--- src/rtl/buffer_reader_if.sv ---
// buffer_reader_if: bundle between the width-conversion buffer read side,
// the buffer_reader, and the downstream word sink.
//   empty     buffer has no full J-word group
//   par_in    J words at the buffer read pointer (word i = par_in[i*WIDTH +: WIDTH])
//   rd_en     read-pointer load strobe back to the buffer
//   ser_out   serial word, ser_valid/ser_ready handshake, ser_last on final word
//   busy      reader holds a group
// master = reader side, slave = buffer/sink side.
interface buffer_reader_if #(
  parameter int WIDTH = 8,
  parameter int J     = 4
);
  logic                 empty;
  logic [WIDTH*J-1:0]   par_in;
  logic                 rd_en;
  logic [WIDTH-1:0]     ser_out;
  logic                 ser_valid;
  logic                 ser_ready;
  logic                 ser_last;
  logic                 busy;

  modport master (
    input  empty, par_in, ser_ready,
    output rd_en, ser_out, ser_valid, ser_last, busy
  );

  modport slave (
    output empty, par_in, ser_ready,
    input  rd_en, ser_out, ser_valid, ser_last, busy
  );
endinterface

--- src/rtl/buffer_reader.sv ---
// buffer_reader: pulls one J-word group from the width-conversion buffer and
// serialises it onto a WIDTH-bit valid/ready stream.
// Ports:
//   clk  rising-edge clock
//   rst  asynchronous active-high reset
//   bus  buffer_reader_if.master (empty, par_in, rd_en, ser_* stream, busy)
// Build option: READER_MSB_FIRST_EN sends word J-1 first down to word 0;
// default sends word 0 first. Handshake and rd_en timing are identical.
module buffer_reader #(
  parameter  int WIDTH = 8,
  parameter  int J     = 4,
  localparam int CBIT  = $clog2(J)
) (
  input  logic             clk,
  input  logic             rst,
  buffer_reader_if.master  bus
);
  typedef enum logic {IDLE, SEND} state_t;

  localparam logic [CBIT-1:0] IDX_LAST = CBIT'(J - 1);

  state_t                      state_q, state_d;
  logic [CBIT-1:0]             idx_q, idx_d;
  logic [J-1:0][WIDTH-1:0]     hold_q;
  logic [CBIT-1:0]             sel;
  logic                        load;
  logic                        hs;
  logic                        at_last;

  assign at_last = (idx_q == IDX_LAST);
  assign hs      = (state_q == SEND) & bus.ser_ready;

`ifdef READER_MSB_FIRST_EN
  assign sel = IDX_LAST - idx_q;
`else
  assign sel = idx_q;
`endif

  always_comb begin
    state_d = state_q;
    idx_d   = idx_q;
    load    = 1'b0;
    case (state_q)
      IDLE: begin
        if (!bus.empty) begin
          load    = 1'b1;
          state_d = SEND;
          idx_d   = '0;
        end
      end
      SEND: begin
        if (hs) begin
          // idx wraps J-1 -> 0 naturally, which is also the reload index.
          idx_d = idx_q + CBIT'(1);
          if (at_last) begin
            if (!bus.empty) load    = 1'b1;
            else            state_d = IDLE;
          end
        end
      end
      default: state_d = IDLE;
    endcase
  end

  always_ff @(posedge clk or posedge rst) begin
    if (rst) begin
      state_q <= IDLE;
      idx_q   <= '0;
      hold_q  <= '0;
    end else begin
      state_q <= state_d;
      idx_q   <= idx_d;
      if (load) hold_q <= bus.par_in;
    end
  end

  // Pointer advance must never fire while reset is held.
  assign bus.rd_en     = load & ~rst;
  assign bus.ser_valid = (state_q == SEND);
  assign bus.busy      = (state_q == SEND);
  assign bus.ser_last  = (state_q == SEND) & at_last;
  assign bus.ser_out   = (state_q == SEND) ? hold_q[sel] : '0;
endmodule

--- src/flat_wrapper.sv ---
// flat-port wrapper written by rule: the top's interface ports become plain ports
module buffer_reader_flat 
#(
  parameter  int WIDTH = 8,
  parameter  int J     = 4,
  localparam int CBIT  = $clog2(J)
)
  (clk, rst, bus_empty, bus_par_in, bus_ser_ready, bus_rd_en, bus_ser_out, bus_ser_valid, bus_ser_last, bus_busy);
  buffer_reader_if #(.WIDTH(WIDTH), .J(J)) bus_i ();
  input  logic clk;
  input  logic rst;
  input wire logic [$bits(bus_i.empty)-1:0] bus_empty;
  input wire logic [$bits(bus_i.par_in)-1:0] bus_par_in;
  input wire logic [$bits(bus_i.ser_ready)-1:0] bus_ser_ready;
  output wire logic [$bits(bus_i.rd_en)-1:0] bus_rd_en;
  output wire logic [$bits(bus_i.ser_out)-1:0] bus_ser_out;
  output wire logic [$bits(bus_i.ser_valid)-1:0] bus_ser_valid;
  output wire logic [$bits(bus_i.ser_last)-1:0] bus_ser_last;
  output wire logic [$bits(bus_i.busy)-1:0] bus_busy;
  assign bus_i.empty = bus_empty;
  assign bus_i.par_in = bus_par_in;
  assign bus_i.ser_ready = bus_ser_ready;
  assign bus_rd_en = bus_i.rd_en;
  assign bus_ser_out = bus_i.ser_out;
  assign bus_ser_valid = bus_i.ser_valid;
  assign bus_ser_last = bus_i.ser_last;
  assign bus_busy = bus_i.busy;
  buffer_reader #(.WIDTH(WIDTH), .J(J)) u_core (.clk(clk), .rst(rst), .bus(bus_i));
endmodule
--- config.mk ---
export PLATFORM = sky130hd
export DESIGN_NAME = buffer_reader_flat
export DESIGN_NICKNAME = d
export VERILOG_FILES = /design/src/rtl/buffer_reader_if.sv /design/src/rtl/buffer_reader.sv /design/src/flat_wrapper.sv
export SDC_FILE = /design/constraint.sdc
export NUM_CORES = 1
export LEC_CHECK = 0
export ABC_AREA = 1
export ABC_CLOCK_PERIOD_IN_PS = 1840
export BUFFER_PORTS_ARGS = -buffer_cell sky130_fd_sc_hd__buf_4
export CORE_MARGIN = 2
export CORE_UTILIZATION = 40
export DETAILED_ROUTE_END_ITERATION = 6
export GPL_TIMING_DRIVEN = 0
export PLACE_DENSITY = 0.72
export SYNTH_ARGS = -nofsm -noshare
export SYNTH_HDL_FRONTEND = slang
export SYNTH_SLANG_ARGS = --single-unit
--- constraint.sdc ---
create_clock -name clk -period 1.84 [get_ports clk]
set_clock_uncertainty 0.2 [all_clocks]
set_input_delay 0.368 -clock clk [delete_from_list [all_inputs] [get_ports clk]]
set_output_delay 0.368 -clock clk [all_outputs]
set_load 0.01 [all_outputs]
# Yosys cells after proc, flatten, opt, wreduce, memory -nomap -nowiden
# Index checks and enable logic that the tools add are counted.
# W data, S select, Z words.
dict set report totals {
  wordCells 30
  output_inout_bits 12
  regBits 35
}
dict set report op_classes {
  n_addsub 1
  n_bitwise 5
  eq_ne 3
  muxes 13
  magnitude_cmp 1
  reduce_logical 1
}
# operator n
set op_table {}
lappend op_table {{$bmux W8 S2} 1}
lappend op_table {{$mux W8} 2}
lappend op_table {{$mux W1} 5}
lappend op_table {{$mux W2} 2}
lappend op_table {{$ne A2 B2 Y1 const B} 2}
lappend op_table {{$pmux W1 S2} 2}
lappend op_table {{$pmux W2 S2} 1}
lappend op_table {{$and A1 B1 Y1} 3}
lappend op_table {{$lt A2 B3 Y1 const B} 1}
lappend op_table {{$add A2 B1 Y2 const B} 1}
lappend op_table {{$eq A2 B2 Y1 const B} 1}
lappend op_table {{$not A1 Y1} 2}
lappend op_table {{$reduce_and A2 Y1} 1}

# Longest topological paths before layout
dict set report depth {
  word_depth 5
  depth_mapped 7
}

# Least setup slack after synthesis
# OpenSTA, ideal clock, no wires.
dict set report synth_path {
  kind {register to output}
  startpoint {reg u_core.idx_q[0]}
  endpoint {out bus_rd_en}
  stages_incl_launch_ff 7
  setup_slack_ns 0.234
  t_arrival_ns 1.038
  required_ns 1.272
  path_cell_list {dfrtp_1 ha_1 nand2_1 nand2_2 nand2_4 buf_6 nor2_1}
}
dict set report synth_via {
  elab_chain_len 5
}
# element line
set synth_lines {}
lappend synth_lines {{from (decl)} buffer_reader.sv:23} ;# logic [CBIT-1:0] idx_q, idx_d;
lappend synth_lines {{from (signal assigned)} buffer_reader.sv:72} ;# idx_q <= idx_d;
lappend synth_lines {{$eq A2 B2 Y1} buffer_reader.sv:30} ;# assign at_last = (idx_q == IDX_LAST);
lappend synth_lines {{$mux W1} buffer_reader.sv:55} ;# if (at_last) begin
lappend synth_lines {{$mux W1} buffer_reader.sv:52} ;# if (hs) begin
lappend synth_lines {{$pmux W1 S2} buffer_reader.sv:43} ;# case (state_q)
lappend synth_lines {{$and A1 B1 Y1} buffer_reader.sv:78} ;# assign bus.rd_en = load & ~rst;
lappend synth_lines {{to (decl)} flat_wrapper.sv:15} ;# output wire logic [$bits(bus_i.rd_en)-1:0] bus_rd_en;
# Every way passes these cells.

# Worst setup path after layout
dict set report layout_path {
  startpoint {reg u_core.idx_q[0]}
  endpoint {out bus_ser_out[7]}
}
dict set report layout_via {
  elab_chain_len 3
}
# element line
set layout_lines {}
lappend layout_lines {{$bmux W8 S2} buffer_reader.sv:82} ;# assign bus.ser_out = (state_q == SEND) ? hold_q[sel] : '0;
lappend layout_lines {{$mux W8 (not written as such)} buffer_reader.sv:82}
lappend layout_lines {{$mux W8} buffer_reader.sv:82}
lappend layout_lines {{to (decl)} flat_wrapper.sv:16} ;# output wire logic [$bits(bus_i.ser_out)-1:0] bus_ser_out;
# Every way passes these cells. The select of a mux whose other input is x is not followed.

==> summary by stage <==
Outcome
The run finished, with violations left. The final reports fail on setup timing.

Power and ir drop
The net switching power of the design is 1640 uW. Power spread over the standard cell area amounts to 1560 nW/um^2. The proportion of power drawn by combinational gates is 0.536. The internal power of the cells totals 2310 uW. Of the total power, the clock network draws 0.129. The power consumption is 3950 uW. The share of total power dissipated in sequential elements is 0.334.

The highest ir drop seen on vdd is 0.000636 V. The analysis attributes to cell leakage a power of 0.00142 uW. The fraction of power spent switching nets is 0.416.

Global route
Entering global routing, the biggest net connects 36 pins. The first global-routing pass estimated 7690 um of wire. The global-route congestion overflow total is 0. The via count of the first global-routing pass is 1657.

The total global routing track utilization is 0.197. The initial antenna violation count was 0.

Die
The area enclosed by the die boundary is 5170 um^2. The height of the die is 71.9 um. The horizontal die dimension is 71.9 um.

48 I/O pins were placed. For this configuration, the core starts out at a cell density of 0.418. In this run the core area contains 24 standard-cell rows.

The placeable core region is 4410 um^2.

Setup path
STA classifies the critical path startpoint as a register. The required time at the worst-slack endpoint is 1.27 ns. The critical path endpoint category is an output port.

Data arrives at the worst endpoint at 1.46 ns. The class of the most critical setup path is register to output port. The maximum fanout encountered on the critical timing path is 4.

Synth
The commonest cells after synthesis are 102 x nand2_1, 48 x nand3_1, 37 x inv_1, 35 x dfrtp_1, 8 x a21oi_1. Ranked by total cell area, the synthesized netlist is headed by dfrtp_1 47%, nand2_1 21%, nand3_1 13%, inv_1 7.5%, buf_6 3.1%. The area share of the largest cell type after synthesis is 0.475. In this run, synthesis inferred 0 flip-flops with an integrated enable. After synthesis, the mean cell area works out to 7.29 um^2. For this run, the number of Yosys warnings is 0.

In the synthesized netlist the dominant register cell turns out to be dfrtp_1. In this run, synthesis produced a sequential element count of 35. The sequential area share after synthesis is 0.475. The number of unique standard cell types used by synthesis is 15.

After technology mapping, the gate count stands at 253. The post-synthesis instance area is 1850 um^2. The largest total area in the synthesized netlist belongs to dfrtp_1. The async set-or-reset flop fraction in the synthesized netlist is 1.00.

The most common cell in the synthesized netlist is nand2_1. The post-synthesis net count is 290.

Detailed routing
Before antenna repair, the detailed router went through 4 iterations. Dividing the detail-routed wire length by the instance count gives 13.1 um. The DRC violation count after routing is 0. After the first detailed-routing iteration, the DRC count stood at 117. The count of nets left with antenna violations once routing finished came out at 0.

The overall via count from detail_route is 1792. The wire length after detailed routing is 4810 um. In the routed layout, each cell is associated on average with a via count of 4.88.

Place
The post-detailed-placement half-perimeter wirelength is 3280 um. The count of input and output buffers is 47. The global placement routability congestion is 0.812.

STA
Setup repair after global routing could not meet its margin everywhere. The share of the cycle needed by the critical path after routing is 1.10. Counting I/O delays and the setup requirement, the final critical path takes 2.03 ns. Measured against its own limit, the worst slew margin works out to 0.504. In the post-route analysis, the smallest setup slack over all paths is -0.186 ns. The final-report max-slew violation count was 0.

For the pin with the worst max-slew slack, the measured transition is 0.742 ns. The final count of hold timing violations is 0. The total of endpoints with negative setup slack in the final report is 9.

Based on the critical path, the design can be clocked at up to 0.494 GHz.

Final layout
In the final layout, the share of cells above drive strength 1 is 0.340. The number of inserted filler cells in the final layout is 449. The area growth from synthesis to layout is 37.4%.

At the end of the flow, the number of nets in the layout was 353. For this run, the share of the core covered by cells in the final layout is 0.575. The antenna cell count is 0.

Clock tree
In this run the deepest clock path goes through 2 buffers. The insertion delay to the later sink of the worst-skew pair is 0.29 ns. Clock tree synthesis inserted a total of 5 buffers. The clock-pin slew on the worst setup and hold paths is 0.07 ns.

For this design, the sink count on the clock tree is 35. The number of H-tree levels is 2. The CTS tree is done.

The root buffer cell chosen for the clock tree is clkbuf_8. The total of hold buffers inserted after clock tree synthesis is 0.

Run
The tool flagged a number of max-cap violations equal to 0.

Worst hold path
The class of the worst hold path is input pin to async pin.
[flip-flops by register name, indices dropped and copies added, names as in the netlist]
name and flops:
u_core.hold_q 32, u_core.idx_q 2, u_core.bus.busy 1
[metrics by stage]
stage	std cells	setup slack (ns)	hold slack, ns	area, um^2	TNS, ns
6_report	367	-0.186	0.0351	2540	-1.38
5_1_grt	367	-0.254	0.0633	2540	-1.99
4_1_cts	363	-0.155	0.0497	2440	-1.32
3_5_place_dp	352	-0.0444	0.258	2260	-1.48
3_3_place_gp	352	0.0187	0.255	2260	0
2_1_floorplan	253	0.234	0.242	1850	0
[cell type report]
cell class / count / area [um^2] / area share
Inverter: 39 / 159 / 0.0627
Clock buffer: 6 / 72.6 / 0.0286
Tap cell: 52 / 65.1 / 0.0257
Multi-Input combinational cell: 165 / 826 / 0.326
Buffer: 13 / 101 / 0.0400
Timing Repair Buffer: 57 / 437 / 0.172
Sequential cell: 35 / 876 / 0.345
[cells by family (layout without fill, tap and decap cells)]
kind of cell / count (synthesis) / count (layout) / synth area share
buffers and inverters: 53 / 115 / 0.140
and+or+nand+nor: 153 / 153 / 0.349
DFF: 35 / 35 / 0.475
AOI/OAI and AO/OA: 11 / 11 / 0.0298
adders and majority gates: 1 / 1 / 0.00678
[power groups by stage]
stage / logic (uW) / clock network [uW] / registers (uW)
after global placement: 1710 / 0 / 1300
after global routing: 2360 / 557 / 1360
final: 2120 / 510 / 1320
after CTS: 1960 / 519 / 1320
after floorplan: 1160 / 0 / 1270
after detailed placement: 1740 / 0 / 1320
[cell usage in the layout, fill, tap and decap left out]
| cell | instances |
|---|---|
| buf_2 | 7 |
| buf_4 | 55 |
| nand2_8 | 1 |
| inv_2 | 1 |
| nand3_1 | 41 |
| nand2_2 | 10 |
| nand3_2 | 7 |
| buf_6 | 8 |
| clkinv_4 | 1 |
| clkbuf_8 | 5 |
| clkbuf_1 | 1 |
| nand2_1 | 92 |
| dfrtp_1 | 35 |
| a21oi_2 | 8 |
| o21ai_0 | 3 |
| nor2_4 | 1 |
| ha_2 | 1 |
| nand2_4 | 1 |
| inv_1 | 36 |
| inv_8 | 1 |
[what timing repair did]
action,4_1_cts,5_1_grt
pin swaps,3,10
setup buffers,3,4
gates resized for setup,22,18
endpoints found under the setup margin,9,9
gates cloned,2,1
[per-layer routing]
metal  vias up  GRT usage  share of wire
met5         -          0              0
met2        48      0.315           0.48
met1       842      0.264           0.45
met4         0     0.0692          0.016
met3         7     0.0444          0.046
li1        895          -              -
[final timing paths]
kind	startpoint	to	slack, ns	depth (start not counted)
worst min register to register	u_core.hold_q[6]	u_core.hold_q[6]	0.27	2
worst max-delay path	u_core.idx_q[0]	bus_ser_out[7]	-0.19	6
max in group asynchronous	rst	u_core.hold_q[2]	0.93	2
worst min-delay path	rst	u_core.hold_q[20]	0.04	2
min in group clk	bus_empty	u_core.bus.busy	0.06	2
worst max register to register	u_core.idx_q[0]	u_core.hold_q[29]	0.16	9
[worst max-delay path, stage by stage, from the launching register on]
cell     delay [ns]
dfrtp_1        0.41
buf_4          0.15
buf_2          0.14
nand2_1        0.08
nand3_1        0.09
a21oi_2        0.16
buf_4          0.14
Note: power is estimated with default switching activity, not from simulation.
